### src/rtl/mc_core_hs.sv
// -----------------------------------------------------------------------------
// mc_core_hs -- multicycle MIPS-subset core (datapath + main FSM + ALU decode)
//
// The core executes lw, sw, R-type (add/sub/and/or/slt), beq and j. One unified
// word-addressed instruction/data memory sits outside the block, behind a
// req/ready handshake. The PC advances by 1 per instruction.
//
// Optional feature macro: MC_EXT_OPS_EN
//   defined   : addi (08h) and bne (05h) are executed
//   undefined : the addi/bne states are not built; 08h/05h raise illegal_op
//
// Parameters
//   M        datapath/register width (32 or 64); instruction = mem_rdata[31:0]
//   N        register address width (5 -> 32 registers, $0 reads as 0)
//   RESET_PC PC value loaded on reset
//
// Ports
//   CLK           clock, all state changes on the rising edge
//   RST           synchronous active-high reset
//   mem_req       memory request valid
//   mem_we        1 = write, 0 = read (valid with mem_req)
//   mem_addr      word address (valid with mem_req)
//   mem_wdata     store data (valid with mem_req & mem_we)
//   mem_ready     transfer completes on an edge with mem_req & mem_ready
//   mem_rdata     read data, sampled on the completing edge
//   instr_retired 1-cycle pulse in the final state of each instruction
//   illegal_op    1-cycle pulse on an unsupported opcode or funct
//   pc_dbg        current PC
//   state_dbg     current FSM state encoding
// -----------------------------------------------------------------------------
module mc_core_hs #(
    parameter int             M        = 32,
    parameter int             N        = 5,
    parameter logic [M-1:0]   RESET_PC = '0
) (
    input  logic         CLK,
    input  logic         RST,
    output logic         mem_req,
    output logic         mem_we,
    output logic [M-1:0] mem_addr,
    output logic [M-1:0] mem_wdata,
    input  logic         mem_ready,
    input  logic [M-1:0] mem_rdata,
    output logic         instr_retired,
    output logic         illegal_op,
    output logic [M-1:0] pc_dbg,
    output logic [3:0]   state_dbg
);

    typedef enum logic [3:0] {
        S_FETCH  = 4'd0,
        S_DECODE = 4'd1,
        S_MEMADR = 4'd2,
        S_MEMRD  = 4'd3,
        S_MEMWB  = 4'd4,
        S_MEMWR  = 4'd5,
        S_EXEC   = 4'd6,
        S_ALUWB  = 4'd7,
        S_BEQ    = 4'd8,
        S_JUMP   = 4'd9,
        S_ADDIEX = 4'd10,
        S_ADDIWB = 4'd11,
        S_BNE    = 4'd12
    } state_t;

    // architectural and inter-state registers
    state_t         r_state;
    state_t         w_state_next;
    logic [M-1:0]   r_pc;
    logic [31:0]    r_ir;
    logic [M-1:0]   r_a;
    logic [M-1:0]   r_b;
    logic [M-1:0]   r_aluout;
    logic [M-1:0]   r_mdr;

    // instruction fields
    logic [5:0]     w_op;
    logic [5:0]     w_funct;
    logic [N-1:0]   w_rs;
    logic [N-1:0]   w_rt;
    logic [N-1:0]   w_rd;
    logic [M-1:0]   w_simm;

    assign w_op    = r_ir[31:26];
    assign w_rs    = r_ir[25:21];
    assign w_rt    = r_ir[20:16];
    assign w_rd    = r_ir[15:11];
    assign w_funct = r_ir[5:0];
    assign w_simm  = {{(M-16){r_ir[15]}}, r_ir[15:0]};

    // FSM-driven control
    logic           w_req;
    logic           w_we;
    logic [M-1:0]   w_addr;
    logic           w_retire;
    logic           w_illegal;
    logic           w_rf_we;
    logic [N-1:0]   w_rf_waddr;
    logic [M-1:0]   w_rf_wdata;

    // ALU
    logic [M-1:0]   w_alu;
    logic           w_funct_ok;

    // -------------------------------------------------------------------------
    // Register file: entry 0 is a constant zero, so writes to $0 vanish and
    // reads of $0 always see 0.
    // -------------------------------------------------------------------------
    logic [M-1:0] w_rf [2**N];

    genvar gi;
    generate
        for (gi = 0; gi < 2**N; gi++) begin : g_rf
            if (gi == 0) begin : g_zero
                assign w_rf[gi] = '0;
            end else begin : g_reg
                logic [M-1:0] r_q;
                always_ff @(posedge CLK) begin
                    if (RST) begin
                        r_q <= '0;
                    end else if (w_rf_we && (w_rf_waddr == N'(gi))) begin
                        r_q <= w_rf_wdata;
                    end
                end
                assign w_rf[gi] = r_q;
            end
        end
    endgenerate

    // -------------------------------------------------------------------------
    // ALU decode for R-type; w_funct_ok drops for unsupported funct codes
    // -------------------------------------------------------------------------
    always_comb begin
        w_alu      = '0;
        w_funct_ok = 1'b1;
        case (w_funct)
            6'h20:   w_alu = r_a + r_b;
            6'h22:   w_alu = r_a - r_b;
            6'h24:   w_alu = r_a & r_b;
            6'h25:   w_alu = r_a | r_b;
            6'h2A:   w_alu = {{(M-1){1'b0}}, ($signed(r_a) < $signed(r_b))};
            default: w_funct_ok = 1'b0;
        endcase
    end

    // -------------------------------------------------------------------------
    // FSM: state register
    // -------------------------------------------------------------------------
    always_ff @(posedge CLK) begin
        if (RST) begin
            r_state <= S_FETCH;
        end else begin
            r_state <= w_state_next;
        end
    end

    // -------------------------------------------------------------------------
    // FSM: next state and control outputs
    // -------------------------------------------------------------------------
    always_comb begin
        w_state_next = r_state;
        w_req        = 1'b0;
        w_we         = 1'b0;
        w_addr       = r_pc;
        w_retire     = 1'b0;
        w_illegal    = 1'b0;
        w_rf_we      = 1'b0;
        w_rf_waddr   = '0;
        w_rf_wdata   = r_aluout;

        case (r_state)
            S_FETCH: begin
                w_req  = 1'b1;
                w_addr = r_pc;
                if (mem_ready) begin
                    w_state_next = S_DECODE;
                end
            end
            S_DECODE: begin
                case (w_op)
                    6'h00:        w_state_next = S_EXEC;
                    6'h23, 6'h2B: w_state_next = S_MEMADR;
                    6'h04:        w_state_next = S_BEQ;
                    6'h02:        w_state_next = S_JUMP;
`ifdef MC_EXT_OPS_EN
                    6'h08:        w_state_next = S_ADDIEX;
                    6'h05:        w_state_next = S_BNE;
`endif
                    default: begin
                        w_illegal    = 1'b1;
                        w_state_next = S_FETCH;
                    end
                endcase
            end
            S_MEMADR: begin
                w_state_next = (w_op == 6'h23) ? S_MEMRD : S_MEMWR;
            end
            S_MEMRD: begin
                w_req  = 1'b1;
                w_addr = r_aluout;
                if (mem_ready) begin
                    w_state_next = S_MEMWB;
                end
            end
            S_MEMWB: begin
                w_rf_we      = 1'b1;
                w_rf_waddr   = w_rt;
                w_rf_wdata   = r_mdr;
                w_retire     = 1'b1;
                w_state_next = S_FETCH;
            end
            S_MEMWR: begin
                // stores retire on the completing cycle of the handshake
                w_req  = 1'b1;
                w_we   = 1'b1;
                w_addr = r_aluout;
                if (mem_ready) begin
                    w_retire     = 1'b1;
                    w_state_next = S_FETCH;
                end
            end
            S_EXEC: begin
                if (w_funct_ok) begin
                    w_state_next = S_ALUWB;
                end else begin
                    w_illegal    = 1'b1;
                    w_state_next = S_FETCH;
                end
            end
            S_ALUWB: begin
                w_rf_we      = 1'b1;
                w_rf_waddr   = w_rd;
                w_retire     = 1'b1;
                w_state_next = S_FETCH;
            end
            S_BEQ, S_JUMP: begin
                w_retire     = 1'b1;
                w_state_next = S_FETCH;
            end
`ifdef MC_EXT_OPS_EN
            S_ADDIEX: begin
                w_state_next = S_ADDIWB;
            end
            S_ADDIWB: begin
                w_rf_we      = 1'b1;
                w_rf_waddr   = w_rt;
                w_retire     = 1'b1;
                w_state_next = S_FETCH;
            end
            S_BNE: begin
                w_retire     = 1'b1;
                w_state_next = S_FETCH;
            end
`endif
            default: begin
                w_state_next = S_FETCH;
            end
        endcase
    end

    // -------------------------------------------------------------------------
    // Datapath registers
    // -------------------------------------------------------------------------
    always_ff @(posedge CLK) begin
        if (RST) begin
            r_pc     <= RESET_PC;
            r_ir     <= '0;
            r_a      <= '0;
            r_b      <= '0;
            r_aluout <= '0;
            r_mdr    <= '0;
        end else begin
            case (r_state)
                S_FETCH: begin
                    if (mem_ready) begin
                        r_ir <= mem_rdata[31:0];
                        r_pc <= r_pc + {{(M-1){1'b0}}, 1'b1};
                    end
                end
                S_DECODE: begin
                    // branch target is computed against the already-incremented PC
                    r_a      <= w_rf[w_rs];
                    r_b      <= w_rf[w_rt];
                    r_aluout <= r_pc + w_simm;
                end
                S_MEMADR: begin
                    r_aluout <= r_a + w_simm;
                end
                S_MEMRD: begin
                    if (mem_ready) begin
                        r_mdr <= mem_rdata;
                    end
                end
                S_EXEC: begin
                    r_aluout <= w_alu;
                end
                S_BEQ: begin
                    if (r_a == r_b) begin
                        r_pc <= r_aluout;
                    end
                end
                S_JUMP: begin
                    r_pc <= {r_pc[M-1:26], r_ir[25:0]};
                end
`ifdef MC_EXT_OPS_EN
                S_ADDIEX: begin
                    r_aluout <= r_a + w_simm;
                end
                S_BNE: begin
                    if (r_a != r_b) begin
                        r_pc <= r_aluout;
                    end
                end
`endif
                default: begin
                end
            endcase
        end
    end

    // -------------------------------------------------------------------------
    // Outputs: strobes are masked while RST is high so an interrupted
    // transfer is dropped in the reset cycle itself.
    // -------------------------------------------------------------------------
    assign mem_req       = w_req & ~RST;
    assign mem_we        = w_we & ~RST;
    assign mem_addr      = w_addr;
    assign mem_wdata     = r_b;
    assign instr_retired = w_retire & ~RST;
    assign illegal_op    = w_illegal & ~RST;
    assign pc_dbg        = r_pc;
    assign state_dbg     = r_state;

endmodule
### config.mk
export PLATFORM = sky130hd
export DESIGN_NAME = mc_core_hs
export DESIGN_NICKNAME = d
export VERILOG_FILES = /design/src/rtl/mc_core_hs.sv
export SDC_FILE = /design/constraint.sdc
export NUM_CORES = 2
export LEC_CHECK = 0
export BUFFER_PORTS_ARGS = -buffer_cell sky130_fd_sc_hd__buf_2
export CORE_MARGIN = 1.5
export CORE_UTILIZATION = 50
export CTS_CLUSTER_SIZE = 10
export DETAILED_ROUTE_END_ITERATION = 7
export HOLD_SLACK_MARGIN = 0.15
export MAX_ROUTING_LAYER = met4
export PLACE_DENSITY = 0.7
export REMOVE_ABC_BUFFERS = 1
export SYNTH_ARGS = -nofsm -noshare
export SYNTH_HDL_FRONTEND = slang
export SYNTH_SLANG_ARGS = --single-unit
### constraint.sdc
create_clock -name CLK -period 5.7 [get_ports CLK]
set_clock_uncertainty 0.1 [all_clocks]
set_input_delay 1.71 -clock CLK [delete_from_list [all_inputs] [get_ports CLK]]
set_output_delay 1.71 -clock CLK [all_outputs]
set_load 0.01 [all_outputs]
# Word level (Yosys, flattened, before mapping)
# Index checks and enable logic that the tools add are counted.
[classes] bitwise=10 muxes=30 n_reduce_logical=48 order_cmp=3 eq_ne=54 n_addsub=5
[ops] operator="$bmux 32 s5" n=2
[ops] operator="$mux 32" n=8
[ops] operator="$pmux 32 s3" n=2
[ops] operator="$pmux 32 s5" n=1
[ops] operator="$add 32x32->32" n=3
[ops] operator="$eq 5x5->1 const B" n=16
[ops] operator="$eq 6x6->1 const B" n=7
[ops] operator="$eq 5x4->1 const B" n=8
[ops] operator="$add 32x1->32 const B" n=1
[ops] operator="$and 32x32->32" n=1
[ops] operator="$eq 32x32->1" n=1
[ops] operator="$lt 32x32->1" n=1
[ops] operator="$or 32x32->32" n=1
[ops] operator="$sub 32x32->32" n=1
[ops] operator="$logic_and 1x1->1" n=31
[ops] operator="$pmux 4 s6" n=1
[ops] operator="$eq 5x3->1 const B" n=4
[ops] operator="$eq 4x3->1 const B" n=4
[ops] operator="$pmux 4 s4" n=1
[ops] operator="$ge 6x6->1 const B" n=2
[ops] operator="$mux 4" n=3
[ops] operator="$not 5->6" n=2
[ops] operator="$eq 5x2->1 const B" n=2
[ops] operator="$pmux 5 s2" n=1
[ops] operator="23 further kinds" n=46
[word_totals] reg_bits=1188 output_inout_bits=104 inputBits=35

# Longest topological paths before layout
[logic_depth] depth_word=6 mapped_depth=17 mapped_depth_nobuf=15

# Worst setup path after synthesis
# No wires, ideal clock.
[synth_path] path_type="input to output" start="input port RST" end="output port illegal_op" arrival_time_ns=3.004 n_path_buf=4 slack_ns=0.886 required_ns=3.890 cell_stages=5 cell_sequence="clkbuf_1 -> clkbuf_1 -> clkbuf_1 -> clkbuf_1 -> nor2_1"
[synth_between] elab_chain_cells=2
[synth_rtl] item="start, declared" line_no="37" rtl="input logic RST,"
[synth_rtl] item="$not 1->1" line_no="330" rtl="assign illegal_op = w_illegal & ~RST;"
[synth_rtl] item="$and 1x1->1" line_no="330"
[synth_rtl] item="end, declared" line_no="45" rtl="output logic illegal_op,"
# No other way between the ends.

# Final worst setup path
[layout_path] start="register r_state[2], in the netlist state_dbg[2]" end="output port illegal_op"
[layout_between] elab_chain_cells=3 word_cells_on_any_way=4 classes_between="eq/ne: 2; mux: 1; bitwise: 1"
[layout_rtl] item="start, declared" line_no="67" rtl="state_t r_state;"
[layout_rtl] item="start signal, assigned" line_no="153" rtl="r_state <= w_state_next;"
[layout_rtl] item="$eq 4x3->1 / $eq 4x1->1 (equally long branches)" line_no="171" rtl="case (r_state)"
[layout_rtl] item="$pmux 1 s2 *" line_no="171"
[layout_rtl] item="$and 1x1->1 *" line_no="330"
# Every way passes the cells marked *; elsewhere a longest branch is shown, timed or not.

==> impl_metrics.py <==
metrics = {
    "run_status": {
        "status": "finished, final reports clean",
    },
    "worst_setup_path": {
        "crit_chain": "nand2_1 -> or3_1 -> buf_4 -> a31oi_1 -> nor2_1 -> a41oi_1 -> nor2_1 -> buf_2",
        "worstSetupPathType": "reg -> out",
        "cp_top_family": "compound AO/OA/AOI/OAI gates",
        "critPathMaxStageDelay_ns": 0.57,
        "cp.required_ns": 3.89,
        "crit_path_frequent_cell": "nor2_1",
        "cp-end-kind": "output port",
        "startpoint_type": "register",
        "cp_num_buf_inv": 2,
        "crit_arrival_ns": 3.60,
        "slowest_stage": "dfxtp_2",
        "cp_max_fo": 22,
    },
    "placed_design": {
        "preCtsSetupSlack_ns": 0.907,
        "routabilityCongestion": 0.976,
        "io_buffer_count": 138,
        "placed_area_mm2": 0.0665,
        "dp_hpwl_um": 147000,
    },
    "floorplanning": {
        "die_y_um": 362,
        "initial_core_util": 0.505,
        "die_area_mm2": 0.131,
        "num_rows": 131,
        "die_w_um": 362,
        "io_pins": 139,
        "design.core.area_mm2": 0.128,
    },
    "timing": {
        "setup_viol": 0,
        "slew_viol_final": 0,
        "maxSlewHeadroom": 0.0526,
        "tightest_slew_ns": 1.42,
        "fin_crit_sh": 0.950,
        "min_period_ns": 5.41,
        "hold_violations": 0,
        "max_freq_ghz": 0.185,
        "fin_ws_ns": 0.288,
        "grt_setup_unrepaired": "false",
    },
    "cts": {
        "clk_latency_ns": 0.80,
        "post_cts_buffers": 0,
        "path_clk_slew_ns": 0.06,
        "cts_root_buffer": "clkbuf_16",
        "tritoncts": "done",
        "ctsResizeCount": 0,
        "clock-sinks": 1188,
        "htreeDepth": 4,
        "cts_buffers": 142,
        "cts_hold_buf": 0,
        "clock_path_buffers": 3,
    },
    "final_layout": {
        "stdcell_area_mm2": 0.0706,
        "fillCellCount": 11100,
        "fin_nets": 6476,
        "area_delta_synth_final_pct": 9.41,
        "drive_gt1_frac": 0.203,
    },
    "logic_synthesis": {
        "yosysSeqAreaShare": 0.369,
        "netlist_area_mm2": 0.0645,
        "ys_types": 85,
        "synth_seq_cells": 1188,
        "synthFlopType": "dfxtp_1",
        "syn_area_per_cell_um2": 9.82,
        "synth_edf_count": 0,
        "synthCells": 6569,
        "synthArstFlopShare": 0,
        "yosys_warnings": 0,
    },
    "grt": {
        "overflow": 0,
        "grt.total_usage": 0.365,
        "antenna_found_initial": 8,
        "grt_max_degree": 247,
        "grt_pass1_vias": 52300,
        "grt_pass1_wl_um": 349000,
    },
    "detailed_routing": {
        "route.vias.total": 54400,
        "drc": 0,
        "drt_first_pass_iters": 6,
        "vias_per_cell": 6.79,
        "wl_per_cell_um": 29.4,
        "drt-total-wl_um": 236000,
        "ant_nets": 0,
        "drtIter0Drc": 6896,
    },
    "hold_path": {
        "hp-class": "reg -> reg",
    },
    "flow_run": {
        "drv_cap": 0,
    },
    "power_and_ir_drop": {
        "power.density_mw_per_mm2": 291,
        "finalPower_mw": 20.6,
        "leakage_nw": 22.4,
        "ir_worst_vdd_uv": 331,
    },
}
[kinds of logic (layout without fill, tap and decap cells)]
kind of cell / after synthesis / in the layout / synth area share
muxes: 829 / 829 / 0.243
buffers and inverters: 799 / 575 / 0.0482
and+or+nand+nor: 1839 / 1839 / 0.117
adders and majority gates: 146 / 146 / 0.0287
AOI/OAI and AO/OA: 1715 / 1715 / 0.187
other: 0 / 7 / 0
xor gates and xnor gates: 53 / 53 / 0.00719
DFF: 1188 / 1188 / 0.369
[layer usage]
metal / vias up / GRT usage / part of all wire
li1: 24000 / - / -
met1: 26600 / 0.471 / 0.39
met2: 3047 / 0.538 / 0.44
met3: 710 / 0.0720 / 0.10
met4: 0 / 0.206 / 0.065
met5: - / - / 0
[cell type report]
class / count / area [um2] / area share
Multi-Input combinational cell: 4582 / 38000 / 0.539
Sequential cell: 1188 / 23800 / 0.338
Clock buffer: 177 / 3850 / 0.0546
Timing Repair Buffer: 289 / 2230 / 0.0317
Tap cell: 1662 / 2080 / 0.0295
Inverter: 92 / 345 / 0.00489
Clock inverter: 17 / 221 / 0.00314
Antenna cell: 7 / 17.5 / 0.000248
[path summary, 6_finish.rpt]
check | from | to | cells after the start | slack [ns]
worst max-delay path | state_dbg[2] | illegal_op | 8 | 0.29
worst min-delay path | r_mdr[26] | r_mdr[26] | 2 | 0.37
worst max register to register | state_dbg[3] | r_aluout[28] | 16 | 0.89
worst min register to register | r_mdr[26] | r_mdr[26] | 2 | 0.37
[flip-flops by register name (all words and copies together), names as in the netlist]
name	flops
state_dbg	4
r_a	32
r_ir	32
r_mdr	32
r_aluout	32
mem_wdata	32
g_rf.g_reg.r_q	992
pc_dbg	32
[worst reg2reg max path, stage by stage (launching register included)]
cell and delay (ns):
dfxtp_1 0.29, buf_4 0.22, nor3_2 0.21, buf_4 0.23, mux2_2 0.36, ha_1 0.23, fa_1 0.48, a211oi_1 0.30
o21ai_0 0.17, a21o_1 0.24, a211oi_1 0.45, nor4b_1 0.13, nor4_1 0.56, o31ai_1 0.17, a21oi_1 0.21, xnor2_1 0.08
o311a_1 0.28
[synth_stat cells (19+ instances only)]
cell	count	area [um2]
nor3_1	64	320
mux2_2	131	1480
nand2b_1	22	138
dfxtp_1	1188	23800
a21o_1	26	195
mux2i_1	122	1220
a21oi_1	280	1400
xnor2_1	35	307
clkbuf_1	563	2110
a22o_1	65	569
nor2_1	1296	4860
o21ai_0	120	601
mux4_2	576	13000
buf_2	69	345
ha_1	143	1790
a211oi_1	1028	7720
nand2_1	274	1030
nor2_2	19	119
inv_1	91	342
buf_1	70	263
nand3_1	35	175
o22ai_1	20	125
[cells in the final DEF (no fill, tap or decap), types with 119 or more instances in the layout]
cell / n
a211oi_1: 1028
a21oi_1: 280
buf_2: 137
buf_4: 119
clkbuf_16: 147
dfxtp_1: 1174
ha_1: 143
mux2_2: 131
mux4_2: 576
nand2_1: 270
nor2_1: 1289
o21ai_0: 120
[through the flow]
step                 TNS, ns  std cells  hold WS, ns  utilization
global placement           0       7813        0.352        0.520
finish                     0       8014        0.369        0.552
floorplan           -6292.45       5862        0.330            -
detailed placement         0       7813        0.360        0.520
CTS                        0       8007        0.367        0.552
global route               0       8014        0.387        0.552
[where the power goes]
| part | internal [mW] | switching [mW] | total, mW |
|---|---|---|---|
| logic | 1.04 | 2.29 | 3.34 |
| registers | 8.42 | 0.461 | 8.88 |
| clock network | 4.76 | 3.59 | 8.35 |
| total | 14.2 | 6.35 | 20.6 |
Power figures use the tool's default switching activity.
